$ cat config.mk
export PLATFORM = sky130hd
export DESIGN_NAME = lif_synapse
export DESIGN_NICKNAME = d
export VERILOG_FILES = /design/src/rtl/snn_pkg.sv /design/src/rtl/synapse_weight_bank.sv /design/src/rtl/lif_synapse.sv
export SDC_FILE = /design/constraint.sdc
export NUM_CORES = 1
export LEC_CHECK = 0
export CAP_MARGIN = 20
export CORE_MARGIN = 5
export CORE_UTILIZATION = 35
export CTS_BUF_LIST = sky130_fd_sc_hd__clkbuf_4
export DETAILED_ROUTE_END_ITERATION = 6
export GPL_TIMING_DRIVEN = 0
export SLEW_MARGIN = 20
export SYNTH_ARGS = -nofsm -noshare
export SYNTH_HDL_FRONTEND = slang
export SYNTH_SLANG_ARGS = --single-unit
$ cat constraint.sdc
create_clock -name clk -period 5.6 [get_ports clk]
set_clock_uncertainty 0.1 [all_clocks]
set_input_delay 1.12 -clock clk [delete_from_list [all_inputs] [get_ports clk]]
set_output_delay 1.12 -clock clk [all_outputs]
set_load 0.005 [all_outputs]
$ cat src/rtl/snn_pkg.sv
// Types and helpers shared by the spiking-network blocks (synapse and neuron).
package snn_pkg;

  localparam int unsigned CURRENT_W = 8;

  typedef logic [CURRENT_W-1:0] current_t;

  function automatic current_t sat_add(current_t a, current_t b);
    logic [CURRENT_W:0] sum;
    sum = {1'b0, a} + {1'b0, b};
    return sum[CURRENT_W] ? {CURRENT_W{1'b1}} : sum[CURRENT_W-1:0];
  endfunction

endpackage

$ cat src/rtl/synapse_weight_bank.sv
// Per-input synaptic weight registers with a valid/ready write port.
module synapse_weight_bank #(
  parameter int unsigned N_INPUTS    = 4,
  parameter int unsigned W           = 8,
  parameter int unsigned WEIGHT_INIT = 1,
  parameter int unsigned AW          = 2
) (
  input  logic                  clk,
  input  logic                  rst_n,
  input  logic                  wt_valid,
  output logic                  wt_ready,
  input  logic [AW-1:0]         wt_addr,
  input  logic [W-1:0]          wt_data,
  output logic [N_INPUTS*W-1:0] weights
);

  logic         ready_q;
  logic         accept;
  logic [W-1:0] w_q [N_INPUTS];

  assign accept   = wt_valid && ready_q;
  assign wt_ready = ready_q;

  // Out-of-range addresses match no entry, so the write is accepted and dropped.
  always_ff @(posedge clk or negedge rst_n) begin
    if (!rst_n) begin
      ready_q <= 1'b1;
      for (int i = 0; i < int'(N_INPUTS); i++) w_q[i] <= W'(WEIGHT_INIT);
    end else begin
      ready_q <= !accept;
      for (int i = 0; i < int'(N_INPUTS); i++) begin
        if (accept && wt_addr == AW'(i)) w_q[i] <= wt_data;
      end
    end
  end

  always_comb begin
    weights = '0;
    for (int i = 0; i < int'(N_INPUTS); i++) weights[i*W +: W] = w_q[i];
  end

endmodule

$ cat src/rtl/lif_synapse.sv
// Current-based synapse: weighted spike-edge accumulation with periodic exponential decay.
module lif_synapse
  import snn_pkg::*;
#(
  parameter int unsigned N_INPUTS     = 4,
  parameter int unsigned W            = CURRENT_W,
  parameter int unsigned DECAY_SHIFT  = 2,
  parameter int unsigned DECAY_PERIOD = 4,
  parameter int unsigned WEIGHT_INIT  = 1,
  localparam int unsigned AW          = (N_INPUTS > 1) ? $clog2(N_INPUTS) : 1
) (
  input  logic                clk,
  input  logic                rst_n,
  input  logic [N_INPUTS-1:0] spike_in,
  input  logic                wt_valid,
  output logic                wt_ready,
  input  logic [AW-1:0]       wt_addr,
  input  logic [W-1:0]        wt_data,
  output logic [W-1:0]        isyn,
  output logic                saturated
);

  localparam int unsigned SW = W + $clog2(N_INPUTS);
  localparam int unsigned NW = SW + 1;
  localparam int unsigned CW = (DECAY_PERIOD > 1) ? $clog2(DECAY_PERIOD) : 1;
  localparam logic [NW-1:0] MAX_CUR = NW'({W{1'b1}});

  logic [N_INPUTS*W-1:0] weights;
  logic [N_INPUTS-1:0]   spike_q, fired;
  logic [CW-1:0]         cnt_q, cnt_d;
  logic                  tick;
  logic [W-1:0]          isyn_q, isyn_d, decay_amt, decayed;
  logic                  sat_q, sat_d;
  logic [SW-1:0]         wsum;
  logic [NW-1:0]         total;

  synapse_weight_bank #(
    .N_INPUTS    (N_INPUTS),
    .W           (W),
    .WEIGHT_INIT (WEIGHT_INIT),
    .AW          (AW)
  ) u_weights (
    .clk      (clk),
    .rst_n    (rst_n),
    .wt_valid (wt_valid),
    .wt_ready (wt_ready),
    .wt_addr  (wt_addr),
    .wt_data  (wt_data),
    .weights  (weights)
  );

  always_comb begin
    fired = spike_in & ~spike_q;
    tick  = (cnt_q == CW'(DECAY_PERIOD - 1));
    cnt_d = tick ? '0 : cnt_q + 1'b1;

    // Force a minimum step of 1 so small currents still drain to zero.
    decay_amt = isyn_q >> DECAY_SHIFT;
    if (decay_amt == '0 && isyn_q != '0) decay_amt = W'(1);
    decayed = tick ? isyn_q - decay_amt : isyn_q;

    wsum = '0;
    for (int i = 0; i < int'(N_INPUTS); i++) begin
      if (fired[i]) wsum = wsum + SW'(weights[i*W +: W]);
    end

    total  = NW'(decayed) + NW'(wsum);
    sat_d  = (total > MAX_CUR);
    isyn_d = sat_d ? {W{1'b1}} : total[W-1:0];
  end

  always_ff @(posedge clk or negedge rst_n) begin
    if (!rst_n) begin
      spike_q <= '0;
      cnt_q   <= '0;
      isyn_q  <= '0;
      sat_q   <= 1'b0;
    end else begin
      spike_q <= spike_in;
      cnt_q   <= cnt_d;
      isyn_q  <= isyn_d;
      sat_q   <= sat_d;
    end
  end

  assign isyn      = isyn_q;
  assign saturated = sat_q;

endmodule

==> flow_summary.yaml <==
run_status:
  status: "finished with violations"
  violations: "negative setup slack"
power_and_ir_drop:
  p_leak_nw: 2.06
  vdd.ir_drop.worst_mv: 0.214
  power_density_nw_per_um2: 423
setup_path:
  cp_common_cell: "ha_4"
  crit_fanout: 8
  max_stage_delay_ns: 0.37
  critical_path.startpoint_type: "input pin"
  end_kind: "flop"
  cp_data_required_time_ns: 5.76
  critPathTopFamily: "adder cells"
  crit_buf_inv: 3
  arrival_ns: 6.17
  slowest_stage: "maj3_2"
  crit_type: "input pin to flop"
die:
  initial_core_util_pct: 35.5
  die_w_um: 114
  rows: 38
  ios: 27
  die-area_sq_um: 13100
  die_h_um: 114
  core_area_sq_um: 10700
sta:
  post-route-period-util_pct: 107
  whs_ns: 0.337
  period_minus_slack_ns: 6.01
  drv_slew: 0
  finalSetupViolCount: 9
  rsz0062_at_grt: "yes"
  hold_viol_final: 0
  relSlewSlack_pct: 53.1
  final.setup.worst_slack_ns: -0.408
  worstMarginPinSlew_ns: 0.700
  max_freq_mhz: 166
yosys:
  yosysMostFrequentCell: "dfrtp_1"
  syn_inst: 395
  synth_top_cells_by_count: "43 x dfrtp_1, 41 x ha_1, 39 x mux2_2"
  synth_edf_count: 0
  async_reset_ff_share_pct: 100
  synth.yosys.seq_area_share_pct: 31.6
  syn_avg_cell_area_sq_um: 9.66
  synth_seq_cells: 48
  synth_flop_cell: "dfrtp_1"
  synth_area_sq_um: 3810
  synth.largest_area_cell: "dfrtp_1"
  synth_warnings: 0
  yosysUniqueCellTypes: 57
  synth.top_cell.area_share_pct: 28.2
  synth_fp_nets: 458
  yosys-top-cells-area: "dfrtp_1 28%, ha_1 13%, mux2_2 12%"
place:
  portBuffers: 26
  place_area_sq_um: 4340
  place_ws_ns: -1.50
  place_congestion: 0.838
  place_inst: 562
  dp_hpwl_um: 6360
global_route:
  grt_max_degree: 29
  antenna_found_initial: 0
  use_met1_pct: 15.1
  gr-usage-met2_pct: 23.2
  track_usage_pct: 12.5
  grt_pass1_vias: 2967
  grt_util_met3_pct: 1.85
  grt-ovfl-total: 0
  busiest_layer: "met2"
  grt_pass1_wl_um: 13500
finish:
  utilization_pct: 43.4
  design_area_sq_um: 4670
  fillers: 1058
  drive_gt1_share_pct: 27.2
  instances_no_fill: 585
  multi_input_area_sq_um: 2650
  area_growth_pct: 22.3
  seq_area_sq_um: 1210
  diodes: 0
  nets: 507
clocking:
  root_buffer: "clkbuf_4"
  cts-buffers-inserted: 5
  numClockSinks: 48
  cts_buffer_depth: 2
  htreeDepth: 2
  cts_tree: "yes"
  path_clk_slew_ns: 0.14
  clock_latency_ns: 0.35
drt:
  drtIter0Drc: 152
  vias: 2983
  via_per_inst: 5.10
  wl_um: 8070
  drtAntennaViolNets: 0
  drc: 0
  drt_first_pass_iters: 4
  avgRoutedWirePerCell_um: 13.8
job:
  maxCapViolCount: 0
worst_hold_path:
  min_path_type: "flop to flop"
[what timing repair did]
| item | 4_1_cts | 5_1_grt |
|---|---|---|
| setup buffers | 11 | 3 |
| hold buffers | 0 | 0 |
| pin swaps | 19 | 24 |
| endpoints found under the setup margin | 9 | 9 |
| gates resized for setup | 23 | 17 |
| cloned | 0 | 1 |
[stage by stage]
stage / power [mW] / TNS [ns]
6_report: 1.97 / -3.59
2_1_floorplan: 1.35 / -3.24
4_1_cts: 1.91 / -4.12
3_3_place_gp: 1.56 / -11.64
3_5_place_dp: 1.60 / -13.19
5_1_grt: 2.17 / -6.76
[flip-flops by register name, summed over array words and instances (netlist names)]
signal	flops
u_weights.wt_ready	1
cnt_q	2
spike_q	4
isyn	8
saturated	1
u_weights.weights	32
[routing by layer]
metal,up-vias,share of wire [%],wire (um)
met2,51,52,4200
met4,0,1.6,129
met1,1418,43,3500
li1,1504,-,-
met3,10,3.0,239
met5,-,0,0
[report_power, final]
part | leakage, nW | internal [mW] | switching [mW] | total (mW)
combinational | 1.47 | 0.646 | 0.622 | 1.27
clock | 0.0456 | 0.0986 | 0.112 | 0.211
sequential | 0.549 | 0.436 | 0.0592 | 0.495
[layout make-up]
| type | count | share of cell area, % |
|---|---|---|
| Tap cell | 140 | 3.75 |
| Multi-Input combinational cell | 313 | 56.9 |
| Buffer | 10 | 1.42 |
| Timing Repair Buffer | 42 | 8.42 |
| Sequential cell | 48 | 25.9 |
| Clock inverter | 2 | 0.751 |
| Inverter | 24 | 1.93 |
| Clock buffer | 6 | 0.965 |
[cells in the final DEF (no fill, tap or decap), drive strengths merged, types with 8 or more instances in the layout]
master,instances
a21o,8
a21oi,27
buf,21
clkbuf,12
clkdlybuf4s50,24
dfrtp,43
ha,41
inv,24
mux2,41
nand2,31
nor2,31
nor2b,8
o21ai,31
xnor2,13
xor2,12
[kinds of logic (layout without fill, tap and decap cells)]
| family | Yosys count | count (layout) | synth area share [%] |
|---|---|---|---|
| AO/OA/AOI/OAI | 98 | 98 | 16.6 |
| AND/OR/NAND/NOR | 97 | 97 | 12.1 |
| multiplexers | 45 | 45 | 13.3 |
| buffers and inverters | 34 | 84 | 3.90 |
| adder cells (fa/ha/maj) | 48 | 48 | 16.6 |
| XOR/XNOR | 25 | 25 | 5.74 |
| flip-flops | 48 | 48 | 31.6 |
[final timing paths]
kind / startpoint / endpoint / slack (ns) / cells past startpoint
setup / recovery: spike_in[0] / isyn[2] / -0.41 / 30
hold / removal: cnt_q[0] / cnt_q[0] / 0.34 / 1
min in group asynchronous: rst_n / spike_q[1] / 0.61 / 1
max in group asynchronous: rst_n / u_weights.weights[24] / 4.20 / 2
setup reg to reg: spike_q[0] / isyn[2] / 0.06 / 27
hold reg to reg: cnt_q[0] / cnt_q[0] / 0.34 / 1
No activity file was read; power rests on OpenSTA's default activity.
